===== config.mk =====
export PLATFORM = sky130hd
export DESIGN_NAME = key_tracker
export DESIGN_NICKNAME = d
export VERILOG_FILES = /design/src/rtl/key_tracker.sv
export SDC_FILE = /design/constraint.sdc
export NUM_CORES = 1
export LEC_CHECK = 0
export ABC_CLOCK_PERIOD_IN_PS = 3900
export BUFFER_PORTS_ARGS = -buffer_cell sky130_fd_sc_hd__buf_2
export CORE_MARGIN = 2
export CORE_UTILIZATION = 58
export DETAILED_ROUTE_END_ITERATION = 8
export GPL_ROUTABILITY_DRIVEN = 0
export PLACE_DENSITY = 0.78
export SLEW_MARGIN = 20
export SYNTH_ARGS = -nofsm -noshare
export SYNTH_HDL_FRONTEND = slang
export SYNTH_SLANG_ARGS = --single-unit

===== constraint.sdc =====
create_clock -name Clk -period 3.9 [get_ports Clk]
set_input_delay 0.585 -clock Clk [delete_from_list [all_inputs] [get_ports Clk]]
set_output_delay 0.585 -clock Clk [all_outputs]
set_load 0.005 [all_outputs]

===== src/rtl/key_tracker.sv =====
// PS/2 Set-2 key-state tracker: parses E0/F0 prefixes, matches resolved codes against a
// run-time programmable key table and drives held state, edge pulses and hold counters.
module key_tracker #(
    parameter int NUM_KEYS = 14,
    parameter int HOLD_W   = 8,
    parameter logic [NUM_KEYS*9-1:0] DEFAULT_MAP = {
        9'h01D, 9'h01C, 9'h01B, 9'h023, 9'h02C, 9'h035, 9'h03C,
        9'h175, 9'h172, 9'h16B, 9'h174, 9'h041, 9'h049, 9'h04A
    },
    localparam int IDX_W = (NUM_KEYS > 1) ? $clog2(NUM_KEYS) : 1
) (
    input  logic                       Clk,
    input  logic                       Reset_n,
    input  logic [7:0]                 byte_in,
    input  logic                       byte_valid,
    input  logic                       frame_tick,
    input  logic                       clear,
    input  logic                       cfg_we,
    input  logic [IDX_W-1:0]           cfg_idx,
    input  logic [8:0]                 cfg_code,
    output logic [NUM_KEYS-1:0]        keys,
    output logic [NUM_KEYS-1:0]        key_pressed,
    output logic [NUM_KEYS-1:0]        key_released,
    output logic [NUM_KEYS*HOLD_W-1:0] hold_cnt,
    output logic                       proto_err
);

    localparam logic [1:0] ST_IDLE    = 2'd0;
    localparam logic [1:0] ST_EXT     = 2'd1;
    localparam logic [1:0] ST_BRK     = 2'd2;
    localparam logic [1:0] ST_EXT_BRK = 2'd3;

    localparam logic [7:0]        PFX_EXT  = 8'hE0;
    localparam logic [7:0]        PFX_BRK  = 8'hF0;
    localparam logic [HOLD_W-1:0] HOLD_MAX = '1;

    logic [1:0]                 state_q, state_d;
    logic [NUM_KEYS*9-1:0]      table_q, table_d;
    logic [NUM_KEYS-1:0]        keys_q, keys_d;
    logic [NUM_KEYS-1:0]        pressed_q, pressed_d;
    logic [NUM_KEYS-1:0]        released_q, released_d;
    logic [NUM_KEYS*HOLD_W-1:0] hold_q, hold_d;
    logic                       err_q, err_d;

    logic       res_vld;
    logic       res_brk;
    logic [8:0] res_code;

    // Prefix parser: yields at most one resolved {ext, code} make/break per byte.
    always_comb begin
        state_d  = state_q;
        err_d    = 1'b0;
        res_vld  = 1'b0;
        res_brk  = 1'b0;
        res_code = 9'h000;
        if (byte_valid) begin
            case (state_q)
                ST_IDLE: begin
                    if (byte_in == PFX_EXT) begin
                        state_d = ST_EXT;
                    end else if (byte_in == PFX_BRK) begin
                        state_d = ST_BRK;
                    end else begin
                        res_vld  = 1'b1;
                        res_code = {1'b0, byte_in};
                    end
                end
                ST_EXT: begin
                    if (byte_in == PFX_BRK) begin
                        state_d = ST_EXT_BRK;
                    end else if (byte_in == PFX_EXT) begin
                        err_d = 1'b1;
                    end else begin
                        state_d  = ST_IDLE;
                        res_vld  = 1'b1;
                        res_code = {1'b1, byte_in};
                    end
                end
                ST_BRK, ST_EXT_BRK: begin
                    state_d = ST_IDLE;
                    if (byte_in == PFX_EXT || byte_in == PFX_BRK) begin
                        err_d = 1'b1;
                    end else begin
                        res_vld  = 1'b1;
                        res_brk  = 1'b1;
                        res_code = {(state_q == ST_EXT_BRK), byte_in};
                    end
                end
                default: state_d = ST_IDLE;
            endcase
        end
        if (clear) begin
            state_d = ST_IDLE;
            err_d   = 1'b0;
        end
    end

    // Per-key update; a table write to an entry overrides any match on that same entry.
    always_comb begin
        table_d    = table_q;
        keys_d     = keys_q;
        pressed_d  = '0;
        released_d = '0;
        hold_d     = hold_q;
        for (int i = 0; i < NUM_KEYS; i++) begin
            if (frame_tick && keys_q[i] && (hold_q[i*HOLD_W +: HOLD_W] != HOLD_MAX)) begin
                hold_d[i*HOLD_W +: HOLD_W] = hold_q[i*HOLD_W +: HOLD_W] + HOLD_W'(1);
            end
            if (cfg_we && (int'(cfg_idx) == i)) begin
                table_d[i*9 +: 9]          = cfg_code;
                keys_d[i]                  = 1'b0;
                hold_d[i*HOLD_W +: HOLD_W] = '0;
            end else if (res_vld && (table_q[i*9 +: 9] != 9'h000) &&
                         (table_q[i*9 +: 9] == res_code)) begin
                if (!res_brk && !keys_q[i]) begin
                    keys_d[i]                  = 1'b1;
                    pressed_d[i]               = 1'b1;
                    hold_d[i*HOLD_W +: HOLD_W] = '0;
                end else if (res_brk && keys_q[i]) begin
                    keys_d[i]                  = 1'b0;
                    released_d[i]              = 1'b1;
                    hold_d[i*HOLD_W +: HOLD_W] = '0;
                end
            end
        end
        if (clear) begin
            table_d    = table_q;
            keys_d     = '0;
            pressed_d  = '0;
            released_d = '0;
            hold_d     = '0;
        end
    end

    always_ff @(posedge Clk) begin
        if (!Reset_n) begin
            state_q    <= ST_IDLE;
            table_q    <= DEFAULT_MAP;
            keys_q     <= '0;
            pressed_q  <= '0;
            released_q <= '0;
            hold_q     <= '0;
            err_q      <= 1'b0;
        end else begin
            state_q    <= state_d;
            table_q    <= table_d;
            keys_q     <= keys_d;
            pressed_q  <= pressed_d;
            released_q <= released_d;
            hold_q     <= hold_d;
            err_q      <= err_d;
        end
    end

    assign keys         = keys_q;
    assign key_pressed  = pressed_q;
    assign key_released = released_q;
    assign hold_cnt     = hold_q;
    assign proto_err    = err_q;

endmodule


### After elaboration in Yosys (flattened, before gate mapping)

Cells that the tools add are included.

| word-level totals | value |
|---|---|
| flip-flop bits (word level) | 283 |
| latch bits | 0 |
| memory bits (writable) | 0 |
| bits in read-only memories | 0 |
| bits of input ports | 27 |
| output and inout bits | 155 |
| word-level logic and storage cells | 506 |
| memories kept | 0 |

| operators by class | value |
|---|---|
| add/sub/neg operators | 14 |
| multiply operators | 0 |
| div/mod/pow operators | 0 |
| magnitude comparators | 0 |
| equal/unequal tests | 48 |
| shift operators | 0 |
| multiplexer cells | 137 |
| bitwise gates (word level) | 17 |
| reduce and logical (&&, ||, !) cells | 218 |

Operators by type and width:

| kind | number |
|---|---|
| $mux W8 | 58 |
| $eq A9 B9 Y1 | 14 |
| $reduce_bool A9 Y1 | 14 |
| $add A8 B1 Y8 const B | 14 |
| $ne A8 B8 Y1 const B | 14 |
| $logic_and A1 B1 Y1 | 98 |
| $reduce_or A5 Y1 | 14 |
| $mux W1 | 67 |
| $reduce_and A2 Y1 | 28 |
| $reduce_or A4 Y1 | 14 |
| $reduce_or A3 Y1 | 15 |
| $mux W9 | 4 |
| $eq A4 B4 Y1 const B | 8 |
| $reduce_bool A2 Y1 | 14 |
| $pmux W9 S3 | 1 |
| $not A1 Y1 | 17 |
| $eq A4 B3 Y1 const B | 4 |
| $eq A8 B8 Y1 const B | 2 |
| $logic_not A1 Y1 | 15 |
| $mux W2 | 4 |
| $ne A3 B3 Y1 const B | 2 |
| $pmux W2 S3 | 1 |
| $eq A2 B2 Y1 const B | 2 |
| $eq A4 B2 Y1 const B | 1 |
| 8 further kinds | 9 |

### Depth between registers and ports, before layout

| logic depth | value |
|---|---|
| word-level depth | 9 |
| gate-level depth with buffers | 10 |
| gate-level depth less buffers | 8 |

### Worst setup path before layout

OpenSTA, ideal clock, no wires.

| timing | value |
|---|---|
| kind | input to register |
| start | in byte_in[2] |
| end | reg keys_q[10] (netlist: keys[10]) |
| setup time | 0.125 ns |
| arrival | 3.127 ns |
| required time | 3.775 ns |
| path slack | 0.649 ns |
| stages | 10 |
| path buffers | 2 |
| cells stage by stage | buf_2 -> or4b_4 -> buf_6 -> o21a_1 -> nand2_1 -> inv_1 -> ha_1 -> nor4_1 -> mux2i_1 -> nor2_1 |

| on the way | value |
|---|---|
| longest elaborated chain between the ends | 9 |
| elaborated cells between the ends (all ways) | 28 |
| those cells by class | eq/ne (3); mux (17); reduce/logical (8) |

RTL lines:

| what | line | RTL |
|---|---|---|
| start: declaration | 14 | `input logic [7:0] byte_in,` |
| branches (longest 9 deep; another with $mux W9) | - |  |
| end signal: assignment | 147 | `keys_q <= keys_d;` |
| end: declaration | 39 | `logic [NUM_KEYS-1:0] keys_q, keys_d;` |

Several ways; the timed one is not identified.
A chain may end at the register's enable or synchronous reset.

### Final worst setup path

| timing | value |
|---|---|
| start | reg state_q[0] |
| end | reg hold_q[40] (netlist: hold_cnt[40]) |

| on the way | value |
|---|---|
| longest elaborated chain between the ends | 8 |
| elaborated cells between the ends (all ways) | 21 |
| those cells by class | eq/ne (4); mux (10); reduce/logical (7) |

RTL lines:

| what | line | RTL |
|---|---|---|
| start: declaration | 37 | `logic [1:0] state_q, state_d;` |
| start signal: assignment | 145 | `state_q <= state_d;` |
| branches (longest 7 deep; another with $pmux W9 S3) | - |  |
| $mux W8 * | 113 | `end else if (res_vld && (table_q[i*9 +: 9] != 9'h000) &&` |
| end signal: assignment | 150 | `hold_q <= hold_d;` |
| end: declaration | 42 | `logic [NUM_KEYS*HOLD_W-1:0] hold_q, hold_d;` |

Mark *: on every way between the ends.

==> flow_results.xml <==
<?xml version="1.0" encoding="UTF-8"?>
<metrics>
  <group name="cts">
    <metric name="post_cts_buffers" unit="">0</metric>
    <metric name="cts_max_level" unit="">1</metric>
    <metric name="max-clock-path-buffers" unit="">3</metric>
    <metric name="worstSkewPairLatency" unit="ns">0.56</metric>
    <metric name="clkSinkCount" unit="">283</metric>
    <metric name="clk_root_buffer_cell" unit="">sky130_fd_sc_hd__clkbuf_16</metric>
    <metric name="ctsHoldBuffers" unit="">0</metric>
    <metric name="cts_made_buffers" unit="">29</metric>
    <metric name="clkSlewWorstSetupHoldPaths" unit="ns">0.06</metric>
    <metric name="tritoncts" unit="">yes</metric>
    <metric name="cts_resized" unit="">0</metric>
  </group>
  <group name="timing">
    <metric name="setup_viol_count_final" unit="">0</metric>
    <metric name="max_clock_freq" unit="MHz">354</metric>
    <metric name="hold_violations" unit="">0</metric>
    <metric name="relSlewSlack" unit="">0.278</metric>
    <metric name="fin_crit_sh" unit="">0.725</metric>
    <metric name="finalWorstSetupSlack" unit="ns">1.07</metric>
    <metric name="clock_skew" unit="ns">0.0142</metric>
    <metric name="final-max-slew-violation-count" unit="">0</metric>
    <metric name="finalCriticalPeriod" unit="ns">2.83</metric>
    <metric name="sum_neg_setup_slack" unit="ns">0</metric>
    <metric name="slew_at_the_pin_closest_to_its_max_slew_limit" unit="ns">1.07</metric>
    <metric name="rsz_0062_raised_after_global_routing" unit="">no</metric>
  </group>
  <group name="power_and_ir_drop">
    <metric name="leakage" unit="nW">6.63</metric>
    <metric name="p_int" unit="mW">4.68</metric>
    <metric name="power.clock.fraction" unit="">0.460</metric>
    <metric name="power.share.sequential" unit="">0.479</metric>
    <metric name="power.net_switching" unit="mW">1.42</metric>
    <metric name="power.switching_fraction" unit="">0.232</metric>
    <metric name="p_per_area" unit="nW/um^2">375</metric>
    <metric name="p_comb_frac" unit="">0.061</metric>
    <metric name="irDropWorstVdd" unit="V">0.000326</metric>
  </group>
  <group name="finish">
    <metric name="finalNonFillerCells" unit="">2215</metric>
    <metric name="post-route-util" unit="">0.677</metric>
    <metric name="most_common_cell_after_layout_fill_and_taps_aside" unit="">sky130_fd_sc_hd__nand2_1</metric>
    <metric name="antenna_cells_inserted" unit="">0</metric>
    <metric name="stdcell_area" unit="um^2">16300</metric>
    <metric name="layout.cells.most_common_list" unit="">sky130_fd_sc_hd__nand2_1, sky130_fd_sc_hd__dfxtp_1, sky130_fd_sc_hd__buf_2</metric>
    <metric name="post_route_cells_drive_above_1_share" unit="">0.145</metric>
    <metric name="layout-area-overhead-vs-synth" unit="%">15.6</metric>
    <metric name="finish.net_count" unit="">1941</metric>
  </group>
  <group name="floorplanning">
    <metric name="design.portCount" unit="">182</metric>
    <metric name="die_height" unit="um">160</metric>
    <metric name="core_region_area" unit="um^2">24000</metric>
    <metric name="start_util" unit="">0.586</metric>
    <metric name="dieArea" unit="um^2">25500</metric>
    <metric name="die_w" unit="um">160</metric>
    <metric name="fp-row-count" unit="">57</metric>
  </group>
  <group name="route">
    <metric name="wl_met1" unit="mm">16.6</metric>
    <metric name="detail_route.wirelength" unit="mm">40.4</metric>
    <metric name="route.met2.wl" unit="mm">18.4</metric>
    <metric name="detail_route.first_pass.iterations" unit="">6</metric>
    <metric name="postRouteAntennaNets" unit="">0</metric>
    <metric name="detail_route.drc_violations" unit="">0</metric>
    <metric name="routed_via_density" unit="">6.00</metric>
    <metric name="drt-wirelength-per-cell" unit="um">18.2</metric>
    <metric name="top_layer" unit="">met4</metric>
    <metric name="route.met3.wl" unit="mm">4.02</metric>
    <metric name="drtIter0Drc" unit="">1648</metric>
    <metric name="dr_total_vias" unit="">13300</metric>
  </group>
  <group name="synthesis">
    <metric name="post_synth.cell_area_avg" unit="um^2">8.27</metric>
    <metric name="synth.area.top_cells" unit="">sky130_fd_sc_hd__dfxtp_1, sky130_fd_sc_hd__nand2_1, sky130_fd_sc_hd__xor2_1</metric>
    <metric name="synthCells" unit="">1701</metric>
    <metric name="synth_sequential_area_ratio" unit="">0.403</metric>
    <metric name="synth-edff-count" unit="">0</metric>
    <metric name="async_reset_ff_frac" unit="">0</metric>
    <metric name="synthesis.nets" unit="">1770</metric>
    <metric name="postSynthRegisterBits" unit="">283</metric>
    <metric name="yosys_warnings" unit="">0</metric>
    <metric name="yosysUniqueCellTypes" unit="">74</metric>
    <metric name="mappedNetlistArea" unit="um^2">14100</metric>
    <metric name="post-synth-top-area-fraction" unit="">0.403</metric>
    <metric name="synth_area_leader_cell" unit="">sky130_fd_sc_hd__dfxtp_1</metric>
    <metric name="synth_flop_cell" unit="">sky130_fd_sc_hd__dfxtp_1</metric>
  </group>
  <group name="flow_run">
    <metric name="cap_violations" unit="">0</metric>
  </group>
  <group name="place">
    <metric name="post-place-ws" unit="ns">0.683</metric>
    <metric name="dpl_cell_area" unit="um^2">15300</metric>
    <metric name="post-place-cells" unit="">2165</metric>
    <metric name="post_dp_hpwl" unit="mm">27.7</metric>
    <metric name="port_buffers" unit="">181</metric>
  </group>
  <group name="setup_path">
    <metric name="critPathMaxStageDelay" unit="ns">0.60</metric>
    <metric name="cp_max_fo" unit="">12</metric>
    <metric name="timing.critical_path.to_type" unit="">flop</metric>
    <metric name="worstPathBufferInverterCount" unit="">1</metric>
    <metric name="critical_path_arrival" unit="ns">3.25</metric>
    <metric name="crit_path_cell_trace" unit="">nor2b_1, buf_4, a32o_1, a21oi_1, or4_1, o21bai_2, nor2_1</metric>
    <metric name="critPathSlowestCell" unit="">sky130_fd_sc_hd__or4_1</metric>
    <metric name="worst-endpoint-required" unit="ns">4.32</metric>
    <metric name="path_delay_family" unit="">simple AND/OR/NAND/NOR gates</metric>
    <metric name="cp-start-kind" unit="">flop</metric>
    <metric name="worstSetupPathType" unit="">reg -&gt; reg</metric>
  </group>
  <group name="global_route">
    <metric name="grt_start_max_net_pins" unit="">127</metric>
    <metric name="first_global_vias" unit="">12400</metric>
    <metric name="grt_first_pass_wirelength" unit="mm">64.1</metric>
    <metric name="overall_overflow_remaining_after_global_route" unit="">0</metric>
    <metric name="gr-usage-all-layers" unit="">0.305</metric>
    <metric name="antenna_found_initial" unit="">0</metric>
  </group>
  <group name="worst_hold_path">
    <metric name="hold_class" unit="">reg -&gt; reg</metric>
  </group>
  <group name="status">
    <metric name="status" unit="">finished clean</metric>
  </group>
</metrics>
-- cells by family (layout without fill, tap and decap cells) --
kind of cell               count (synthesis)  after routing  share of synthesized area
muxes                                     17             17                     0.0122
and+or+nand+nor                          841            841                      0.285
DFF                                      283            283                      0.403
buffers and inverters                    102            292                     0.0291
adders and majority gates                 42             42                     0.0373
xor gates and xnor gates                 174            174                      0.108
AOI/OAI and AO/OA                        242            242                      0.126
-- worst min-delay path, cell delays in order, from the launching register on --
cell and delay [ns]:
sky130_fd_sc_hd__dfxtp_1 0.32, sky130_fd_sc_hd__nand2_1 0.05, sky130_fd_sc_hd__a21boi_0 0.07
-- path summary, 6_finish.rpt --
check / startpoint / endpoint / slack (ns) / depth (start not counted)
hold reg to reg: table_q[115] / table_q[115] / 0.49 / 2
hold / removal: table_q[115] / table_q[115] / 0.49 / 2
setup / recovery: state_q[0] / hold_cnt[40] / 1.07 / 7
setup reg to reg: state_q[0] / hold_cnt[40] / 1.07 / 7
-- area by class of cell --
type | count | area (um^2)
tap | 324 | 405
inverter | 35 | 131
multi-input combinational | 1316 | 8000
fill | 1965 | 7760
clock buffer | 38 | 820
timing repair buffer | 207 | 1100
clock inverter | 12 | 144
sequential | 283 | 5670
-- cell usage after synthesis, types with 9 or more instances --
cell and count:
sky130_fd_sc_hd__clkbuf_1 54, sky130_fd_sc_hd__and3_1 31, sky130_fd_sc_hd__nand4_1 60, sky130_fd_sc_hd__inv_1 35, sky130_fd_sc_hd__nor2b_1 17, sky130_fd_sc_hd__ha_1 42, sky130_fd_sc_hd__nor2_1 151, sky130_fd_sc_hd__nand2_1 329
sky130_fd_sc_hd__a21oi_1 30, sky130_fd_sc_hd__and2_1 9, sky130_fd_sc_hd__xnor2_1 74, sky130_fd_sc_hd__nand3b_1 12, sky130_fd_sc_hd__nor4_1 26, sky130_fd_sc_hd__mux2i_1 16, sky130_fd_sc_hd__o21ai_0 25, sky130_fd_sc_hd__a21boi_0 73
sky130_fd_sc_hd__nand3_1 89, sky130_fd_sc_hd__nor3_1 64, sky130_fd_sc_hd__dfxtp_1 283, sky130_fd_sc_hd__xor2_1 100
-- flip-flops by register name, indices dropped and copies added (netlist names) --
signal	cells
hold_cnt	112
proto_err	1
state_q	2
table_q	126
key_pressed	14
keys	14
key_released	14
-- power by group through the flow --
stage / clock, mW / sequential (mW) / combinational (mW)
final: 2.81 / 2.92 / 0.374
after global routing: 2.95 / 2.92 / 0.393
after CTS: 2.84 / 2.92 / 0.360
after detailed placement: 0 / 2.98 / 0.358
after global placement: 0 / 2.98 / 0.351
after floorplan: 0 / 2.98 / 0.231
-- per-stage QoR --
| stage | power, mW | hold slack [ns] |
|---|---|---|
| floorplan | 3.21 | 0.451 |
| global placement | 3.33 | 0.471 |
| detailed placement | 3.34 | 0.477 |
| CTS | 6.12 | 0.477 |
| global route | 6.26 | 0.505 |
| finish | 6.10 | 0.492 |
-- routing by layer --
layer  GRT usage  vias up
li1            -     6292
met1       0.407     6199
met2       0.502      675
met3      0.0535      121
met4       0.103        0
met5           0        -
(Power assumes the default switching activity.)
